### src/rtl/switch_seq_ctrl.sv
// Round-robin switch sequencer: arbitrates 4 requesters, pulses the switch,
// holds the lock window (with the extra gap on an 11->00 move) and reports done/gnt.
module switch_seq_ctrl #(
  parameter int NORM_LOCK = 2,
  parameter int LONG_LOCK = 10
) (
  input  logic       clk,
  input  logic       rst,
  input  logic [3:0] req,
  output logic       switch_enb,
  output logic [1:0] switch_select,
  output logic [1:0] lock_enb,
  output logic       done,
  output logic [3:0] gnt,
  output logic       busy
);

  if (NORM_LOCK < 1 || NORM_LOCK > 2) begin : g_bad_norm
    $error("switch_seq_ctrl: NORM_LOCK must be 1..2");
  end
  if (LONG_LOCK < 1 || LONG_LOCK > 10) begin : g_bad_long
    $error("switch_seq_ctrl: LONG_LOCK must be 1..10");
  end

  localparam logic [3:0] NORM_LD = 4'(NORM_LOCK - 1);
  localparam logic [3:0] LONG_LD = 4'(LONG_LOCK - 1);

  typedef enum logic [1:0] {IDLE, GAP, LOCK, DONE} state_t;

  state_t     state_q, state_d;
  logic [3:0] cnt_q, cnt_d;
  logic       long_q, long_d;
  logic [1:0] last_q, last_d;
  logic [1:0] sel_q, sel_d;
  logic       enb_q, enb_d;
  logic [1:0] lock_q, lock_d;
  logic       done_q, done_d;
  logic [3:0] gnt_q, gnt_d;
  logic       busy_q, busy_d;

  logic [1:0] win;
  logic       win_vld;
  logic       arb;

  // Priority search starts one past the last granted index and wraps.
  always_comb begin
    logic [1:0] idx;
    win     = 2'd0;
    win_vld = 1'b0;
    idx     = 2'd0;
    for (int k = 1; k <= 4; k++) begin
      idx = last_q + 2'(k);
      if (!win_vld && req[idx]) begin
        win     = idx;
        win_vld = 1'b1;
      end
    end
  end

  assign arb = (state_q == IDLE) && win_vld;

  always_ff @(posedge clk) begin
    if (rst) begin
      state_q <= IDLE;
      cnt_q   <= 4'd0;
      long_q  <= 1'b0;
      last_q  <= 2'd3;
      sel_q   <= 2'd0;
      enb_q   <= 1'b0;
      lock_q  <= 2'b00;
      done_q  <= 1'b0;
      gnt_q   <= 4'b0000;
      busy_q  <= 1'b0;
    end else begin
      state_q <= state_d;
      cnt_q   <= cnt_d;
      long_q  <= long_d;
      last_q  <= last_d;
      sel_q   <= sel_d;
      enb_q   <= enb_d;
      lock_q  <= lock_d;
      done_q  <= done_d;
      gnt_q   <= gnt_d;
      busy_q  <= busy_d;
    end
  end

  always_comb begin
    state_d = state_q;
    cnt_d   = cnt_q;
    long_d  = long_q;
    last_d  = last_q;
    unique case (state_q)
      IDLE: begin
        if (arb) begin
          last_d = win;
          // sel_q still holds the previous selection here
          if (win == 2'd0 && sel_q == 2'd3) begin
            state_d = GAP;
            long_d  = 1'b1;
          end else begin
            state_d = LOCK;
            long_d  = 1'b0;
            cnt_d   = NORM_LD;
          end
        end
      end
      GAP: begin
        state_d = LOCK;
        cnt_d   = LONG_LD;
      end
      LOCK: begin
        if (cnt_q == 4'd0) state_d = DONE;
        else               cnt_d   = cnt_q - 4'd1;
      end
      DONE:    state_d = IDLE;
      default: state_d = IDLE;
    endcase
  end

  // Outputs decode the next state so every port comes straight from a flop.
  always_comb begin
    sel_d  = arb ? win : sel_q;
    enb_d  = arb;
    lock_d = 2'b00;
    if (state_d == LOCK) lock_d = long_d ? 2'b10 : 2'b01;
    done_d = (state_d == DONE);
    gnt_d  = done_d ? (4'b0001 << sel_q) : 4'b0000;
    busy_d = (state_d != IDLE);
  end

  assign switch_enb    = enb_q;
  assign switch_select = sel_q;
  assign lock_enb      = lock_q;
  assign done          = done_q;
  assign gnt           = gnt_q;
  assign busy          = busy_q;

endmodule
### config.mk
export PLATFORM = sky130hd
export DESIGN_NAME = switch_seq_ctrl
export DESIGN_NICKNAME = d
export VERILOG_FILES = /design/src/rtl/switch_seq_ctrl.sv
export SDC_FILE = /design/constraint.sdc
export NUM_CORES = 1
export LEC_CHECK = 0
export CORE_UTILIZATION = 55
export DETAILED_ROUTE_END_ITERATION = 12
export PLACE_DENSITY = 0.94
export SYNTH_ARGS = -nofsm -noshare
export SYNTH_HDL_FRONTEND = slang
export SYNTH_SLANG_ARGS = --single-unit
### constraint.sdc
create_clock -name clk -period 3.8 [get_ports clk]
set_input_delay 0.38 -clock clk [delete_from_list [all_inputs] [get_ports clk]]
set_output_delay 0.38 -clock clk [all_outputs]
set_load 0.01 [all_outputs]
==> metrics.txt, run 1 <==
status=completed; layout cells sized above 1=about 14%; largest net degree at the start of global routing=14; RSZ-0062 raised after global routing=no; routed via count=roughly 900; latest clock arrival within the worst-skew pair=0.29 ns; post-cts sizing count=0; Min-Delay Path Class=register to register; Top delay family on crit path=simple AND/OR/NAND/NOR gates; ys async rst share=0%; Num CTS Buffers=3; DP HPWL=1731 um; Final Slew Violations=0; Seq/Total Area, Yosys=about 40%; Row Count=15; synth top area cells=dfxtp_1 40%, ha_1 7.5%, a21oi_1 5.5%; nature of the critical path startpoint=input port; Critical Path Sink Type=register; Via density=between 5 and 6; CP peak stage delay=around 0.57 ns; Max VDD drop=around 260 uV; post-cts hold buffer count=0; Mapped Cells=107; dpl cell area=approximately 1200 um^2; Tmin final=2.132 ns; pwr dens=484.3 nW/um^2; Final Hold Violating Endpoints=0; n_diodes=0; clock tree buffer depth=2; first-pass GRT wire length=3774 um; CP Buf/Inv Count=1; post-synth cell types=34; cell breakdown of the critical path=clkdlybuf4s50_1 -> and3b_4 -> or3b_4 -> or4_4 -> a21oi_1 -> a311oi_2; Mapped Area=999.7 um^2; fin cells=around 150; DRT Wirelength=around 2200 um; fin crit share=a little under three fifths; upper clock frequency limit=469.0 MHz; EDFF count, synth=0; final setup vio count=0; Avg WL per Cell=14.55 um; worst-margin pin slew=0.5115 ns; post-layout util=between 70 and 80%; Remaining DRCs=0; drt pass-1 iters=4; slew margin rel.=about 66%; #FFs+latches synth=20; Yosys top cell area share=roughly two fifths; Primary FF master, synth=dfxtp_1; Sequential Area=around 400 um^2; # nets final=about 140; Critical Path AT=around 2.3 ns; die area=1992 um^2; Post-CTS Setup Bufs=0; Cells after DPL=around 150; area leader, netlist=dfxtp_1; Max-Cap Viols=0; Worst EP required=roughly 4 ns; Die X-Extent=between 40 and 50 um; Initial Util=approximately 59%; syn_nets=approximately 120; Core ar.=1708 um^2; slowest CP cell=clkdlybuf4s50_1; Tot GR Track Use=between 20% and 30%; Avg Cell Area, Syn=between 9 and 10 um^2; Ports=17; vias in the first global route=831; buffers added on ports=16; GRT overflow=0; Root Driver=clkbuf_4; crit path max fanout=5; initial antenna violation count=0; area grow syn2layout=24.03%; post-route ant nets=0; Multi-input gate area=about 570 um^2; Die Y=approximately 45 um; Final Wtd Congestion=0.8584; Setup TNS=0 ns; CTS tree=built; Starting DRT DRC Count=24; Max Clock Skew=~0.0047 ns; number of warnings issued by yosys=0; Leakage=0.4752 nW; clk sinks=20; Final Cell Area=1240 um^2; Reg clk slew, reported paths=between 0.1 and 0.15 ns; htree depth=1; Fill cells=roughly 130; Setup CP Type=input port to register
power by group:
group          total, mW  leakage (nW)  internal, mW  switching [mW]
sequential         0.256         0.164         0.234          0.0228
combinational      0.175         0.283        0.0820          0.0933
clock              0.169        0.0279         0.107          0.0624
total              0.600         0.475         0.422           0.178
cell usage after synthesis (all sizes together), types with 2 or more instances:
cell type / count
or2b: 2
nand3: 2
ha: 6
inv: 7
nor4: 3
nor2: 10
dfxtp: 20
o21ai: 6
nor3b: 5
a211oi: 2
nand2: 10
a21oi: 12
and3b: 2
or4: 3
nor3: 3
through the flow:
stage,worst slack (ns),hold slack (ns),total power [mW]
floorplan,1.985,0.4445,0.3739
global placement,1.421,0.4742,0.4222
detailed placement,1.363,0.5038,0.4326
CTS,1.677,0.5198,0.6012
global route,1.592,0.5450,0.6394
finish,1.668,0.5178,0.6005
placed cells by master (no fill, tap or decap):
cell type / n
a211oi_1: 2
a21bo_2: 1
a21o_2: 1
a21oi_1: 11
a21oi_4: 1
a221o_1: 1
a311oi_2: 1
a31oi_1: 1
and3b_1: 1
and3b_4: 1
bufinv_16: 1
clkbuf_4: 3
clkdlybuf4s50_1: 16
dfxtp_1: 20
ha_1: 6
inv_1: 7
mux2i_1: 1
nand2_1: 10
nand2b_1: 1
nand3_1: 2
nand3b_1: 1
nor2_1: 10
nor3_1: 3
nor3b_1: 3
nor3b_2: 2
nor4_2: 2
nor4_4: 1
nor4bb_1: 1
o211ai_1: 1
o21ai_0: 6
o21bai_1: 1
or2b_2: 2
or3b_4: 1
or4_1: 2
or4_4: 1
xor2_1: 1
state kept, by name, indices dropped and copies added, names as in the netlist:
signal and cells:
switch_enb 1, done 1, gnt 4, state_q 2, switch_select 2, long_q 1, cnt_q 4, lock_enb 2
last_q 2, busy 1
cell families after synthesis:
logic type	Yosys count	share of synthesized area [%]
muxes	1	1.001
AOI/OAI and AO/OA	27	18.15
and+or+nand+nor	44	29.41
xor gates and xnor gates	1	0.8763
DFF	20	40.05
adders and majority gates	6	7.509
buffers and inverters	8	3.004
cell type report:
cell class                      instances  area share [%]
Clock inverter                          1           2.422
Clock buffer                            3           1.816
Multi-Input combinational cell         79           45.91
Inverter                                7           2.119
Timing Repair Buffer                   16           12.92
Tap cell                               25           2.523
Sequential cell                        20           32.29
worst min-delay path, delay by kind of cell, from the launching register on:
| family | cells | cell delay [ns] |
|---|---|---|
| flops | 1 | 0.34 |
| compound gates | 2 | 0.14 |
metal layers:
metal | vias to the layer above | track usage [%] | part of all wire [%]
li1 | 422 | - | -
met1 | 418 | 29.18 | 40
met2 | 30 | 50.00 | 55
met3 | 6 | 3.673 | 3.8
met4 | 0 | 7.273 | 1.3
met5 | - | 0 | 0
worst paths after layout:
kind                            slack (ns)  cells past startpoint                    end                  start
worst min-delay path                  0.52                      2  cnt_q[1]$_SDFFE_PP0P_  cnt_q[1]$_SDFFE_PP0P_
worst min register to register        0.52                      2  cnt_q[1]$_SDFFE_PP0P_  cnt_q[1]$_SDFFE_PP0P_
worst max-delay path                  1.67                      6  cnt_q[0]$_SDFFE_PP0P_                 req[0]
worst max register to register        1.78                      6      gnt[0]$_SDFF_PP0_  state_q[0]$_SDFF_PP0_
No activity file was read; power rests on OpenSTA's default activity.
==> run 2, diff against run 1 <==
Settings changed: CORE_UTILIZATION 55 to 46, PLACE_DENSITY 0.94 to 0.86.
Clock period 3.8 ns to 1.9 ns, I/O delays scaled along.
==> run 2 against run 1 <==
  * Critical path depth grew 2
  * First-iteration DRC count shrank 13%
  * Global-route usage shrank 4.1 points
  * Utilization shrank 1.1 points
  * Via count grew 9.9%
  * Flip-flop and latch count is the same
  * Clock skew shrank 0.0027 ns
  * Final area grew 15%
  * Register-to-register slack lost 1.7 ns
  * Clock-buffer cell count is the same
  * Hold slack lost 0.028 ns
==> metrics.txt, run 2 (same netlist as run 1, synthesis figures left out) <==
status=completed (unchanged); buffers added on ports=16 (unchanged); internal reg-to-reg setup slack=0.04 ns (was 1.78 ns); Tot GR Track Use=21.88% (was 25.97%); Max Clock Skew=0.002065 ns (was 0.004733 ns); Row Count=16 (was 15); largest net degree at the start of global routing=13 (was 14); pwr dens=924.3 nW/um^2 (was 484.3 nW/um^2); metal2 WL=1378 um (was 1211 um); hold path depth=2 (unchanged); die area=2364 um^2 (was 1992 um^2); Final Wtd Congestion=0.8234 (was 0.8584); drt pass-1 iters=4 (unchanged); area grow syn2layout=43.18% (was 24.03%); Core ar.=2002 um^2 (was 1708 um^2); clk sinks=20 (unchanged); nature of the critical path startpoint=register (was input port); most frequent CP cell=buf_4; Max-Cap Viols=0 (unchanged); final setup vio count=0 (unchanged); Avg WL per Cell=15.65 um (was 14.55 um); Hold Crit Start=long_q$_SDFF_PP0_ (was cnt_q[1]$_SDFFE_PP0P_); post-route ant nets=0 (unchanged); Die Y=48.62 um (was 44.64 um); Die X-Extent=48.62 um (was 44.64 um); first-pass GRT wire length=3974 um (was 3774 um); Leakage=0.5924 nW (was 0.4752 nW); final worst setup slack=0.04095 ns (was 1.668 ns); Worst EP required=2.15 ns (was 3.96 ns); Critical Path Sink Type=register (unchanged); CP peak stage delay=0.39 ns (was 0.57 ns); # nets final=158 (was 139); Post-CTS Setup Bufs=0 (unchanged); Ports=17 (unchanged); clock tree buffer depth=2 (unchanged); routed via count=963 (was 876); most common cell after layout, fill and taps aside=buf_4 (was dfxtp_1); Num CTS Buffers=3 (unchanged); dpl cell area=1333 um^2 (was 1187 um^2); Max Used Layer=met4 (unchanged); Root Driver=clkbuf_4 (unchanged); Via density=5.599 (was 5.801); Post-Place Setup Slack=-0.3353 ns (was 1.363 ns); Reg-to-Reg End=cnt_q[3]$_SDFFE_PP0P_ (was gnt[0]$_SDFF_PP0_); htree depth=1 (unchanged); worst r2r src=state_q[0]$_SDFF_PP0_ (unchanged); reg2reg path depth=8 (was 6); Setup CP Type=register to register (was input port to register); fin cells=172 (was 151); latest clock arrival within the worst-skew pair=0.31 ns (was 0.29 ns); vias in the first global route=918 (was 831); crit path max fanout=5 (unchanged); Reg clk slew, reported paths=0.12 ns (was 0.11 ns); DP HPWL=1773 um (was 1731 um); Tmin final=between 1.5 and 2 ns; layout cells sized above 1=33.79% (was 14.29%); CTS tree=built (unchanged); upper clock frequency limit=around 540 MHz; fin crit share=between 90% and 100%; end of the worst hold path=lock_enb[1]$_SDFF_PP0_ (was cnt_q[1]$_SDFFE_PP0P_); Remaining DRCs=0 (unchanged); GRT overflow=0 (unchanged); Max VDD drop=639.3 uV (was 258.4 uV); Starting DRT DRC Count=21 (was 24); worst-margin pin slew=0.5724 ns (was 0.5115 ns); Final Cell Area=1431 um^2 (was 1240 um^2); Initial Util=49.94% (was 58.53%); Min-Delay Path Class=register to register (unchanged); RSZ-0062 raised after global routing=yes (was no); DRT Wirelength=2691 um (was 2197 um); Setup TNS=0 ns (unchanged); post-layout util=71.50% (was 72.60%); met3 routed wirelength=100 um (was 84 um); post-cts hold buffer count=0 (unchanged); slew margin rel.=61.32% (was 65.79%); Final Hold Violating Endpoints=0 (unchanged); Final Slew Violations=0 (unchanged); Cells after DPL=168 (was 147); commonest cells after routing, fill and taps aside=19 x buf_4, 16 x dfxtp_1, 13 x clkdlybuf4s50_1 (was 20 x dfxtp_1, 16 x clkdlybuf4s50_1, 11 x a21oi_1); slowest CP cell=or3b_4 (was clkdlybuf4s50_1); initial antenna violation count=0 (unchanged); Critical Path AT=2.11 ns (was 2.30 ns); cell breakdown of the critical path=inv_1 -> ha_2 -> or3b_4 -> buf_4 -> nor4_2 -> buf_4 -> o21ai_0 -> a21oi_2 (was clkdlybuf4s50_1 -> and3b_4 -> or3b_4 -> or4_4 -> a21oi_1 -> a311oi_2); M1 WL=1116 um (was 871 um); n_diodes=0 (unchanged)
==> run 2: changes by cell type in the layout (fill, tap and decap cells not counted), moves of 2 or more <==
| cell | previous run | this run |
|---|---|---|
| buf_4 | 0 | 19 |
| dfxtp_1 | 20 | 16 |
| dfxtp_2 | 0 | 4 |
| clkdlybuf4s50_1 | 16 | 13 |
| a21oi_1 | 11 | 9 |
| a21oi_2 | 0 | 2 |
| dlymetal6s2s_1 | 0 | 2 |
==> run 2: repair_timing <==
action | 4_1_cts | 5_1_grt
setup endpoints to repair | 6 | 9
gates resized for setup | 4 | 12
pin swaps | 2 | 4
==> run 2: critical path, delay by kind of cell (launching register included) <==
family,cells,cell delay (ns)
compound gates,2,0.31
fa+ha+maj,1,0.22
buf+inv,3,0.39
flops,1,0.34
simple gates,2,0.55
==> run 2: how the worst max path moves through the flow <==
stage / from / endpoint / slack [ns] / cells after the start
2_1_floorplan: state_q[0]$_SDFF_PP0_ / gnt[2]$_SDFF_PP0_ / 0.08 / 6
3_3_place_gp: req[0] / cnt_q[0]$_SDFFE_PP0P_ / -0.25 / 6
3_5_place_dp: req[1] / cnt_q[3]$_SDFFE_PP0P_ / -0.34 / 7
4_1_cts: state_q[0]$_SDFF_PP0_ / cnt_q[2]$_SDFFE_PP0P_ / 0.004 / 8
5_1_grt: state_q[0]$_SDFF_PP0_ / cnt_q[2]$_SDFFE_PP0P_ / -0.06 / 8
6_report: state_q[0]$_SDFF_PP0_ / cnt_q[3]$_SDFFE_PP0P_ / 0.04 / 8
==> run 2: cell type report <==
class                           count  area (um^2)
Clock buffer                        3        22.52
Clock inverter                      1        30.03
Fill cell                         143        570.5
Inverter                            7        26.28
Multi-Input combinational cell     79        606.8
Sequential cell                    20        405.4
Tap cell                           27        33.78
Timing Repair Buffer               35        306.5
==> run 2: metal layers <==
metal,global-route usage (%),vias up
met5,0,-
met4,14.22,0
met3,2.830,9
met2,38.43,33
met1,24.61,465
li1,-,456
==> run 2: through the flow <==
stage | hold WS, ns | power (mW)
after floorplan | 0.2579 | 0.7478
after global placement | 0.4666 | 0.9073
after detailed placement | 0.4742 | 0.9299
after CTS | 0.4921 | 1.287
after global routing | 0.5356 | 1.388
final | 0.4902 | 1.323
==> run 2: report_power, final <==
group / switching, mW / internal (mW) / leakage (nW)
Combinational: 0.234 / 0.225 / 0.400
Clock: 0.142 / 0.213 / 0.0279
Sequential: 0.0381 / 0.470 / 0.165
Total: 0.414 / 0.909 / 0.592
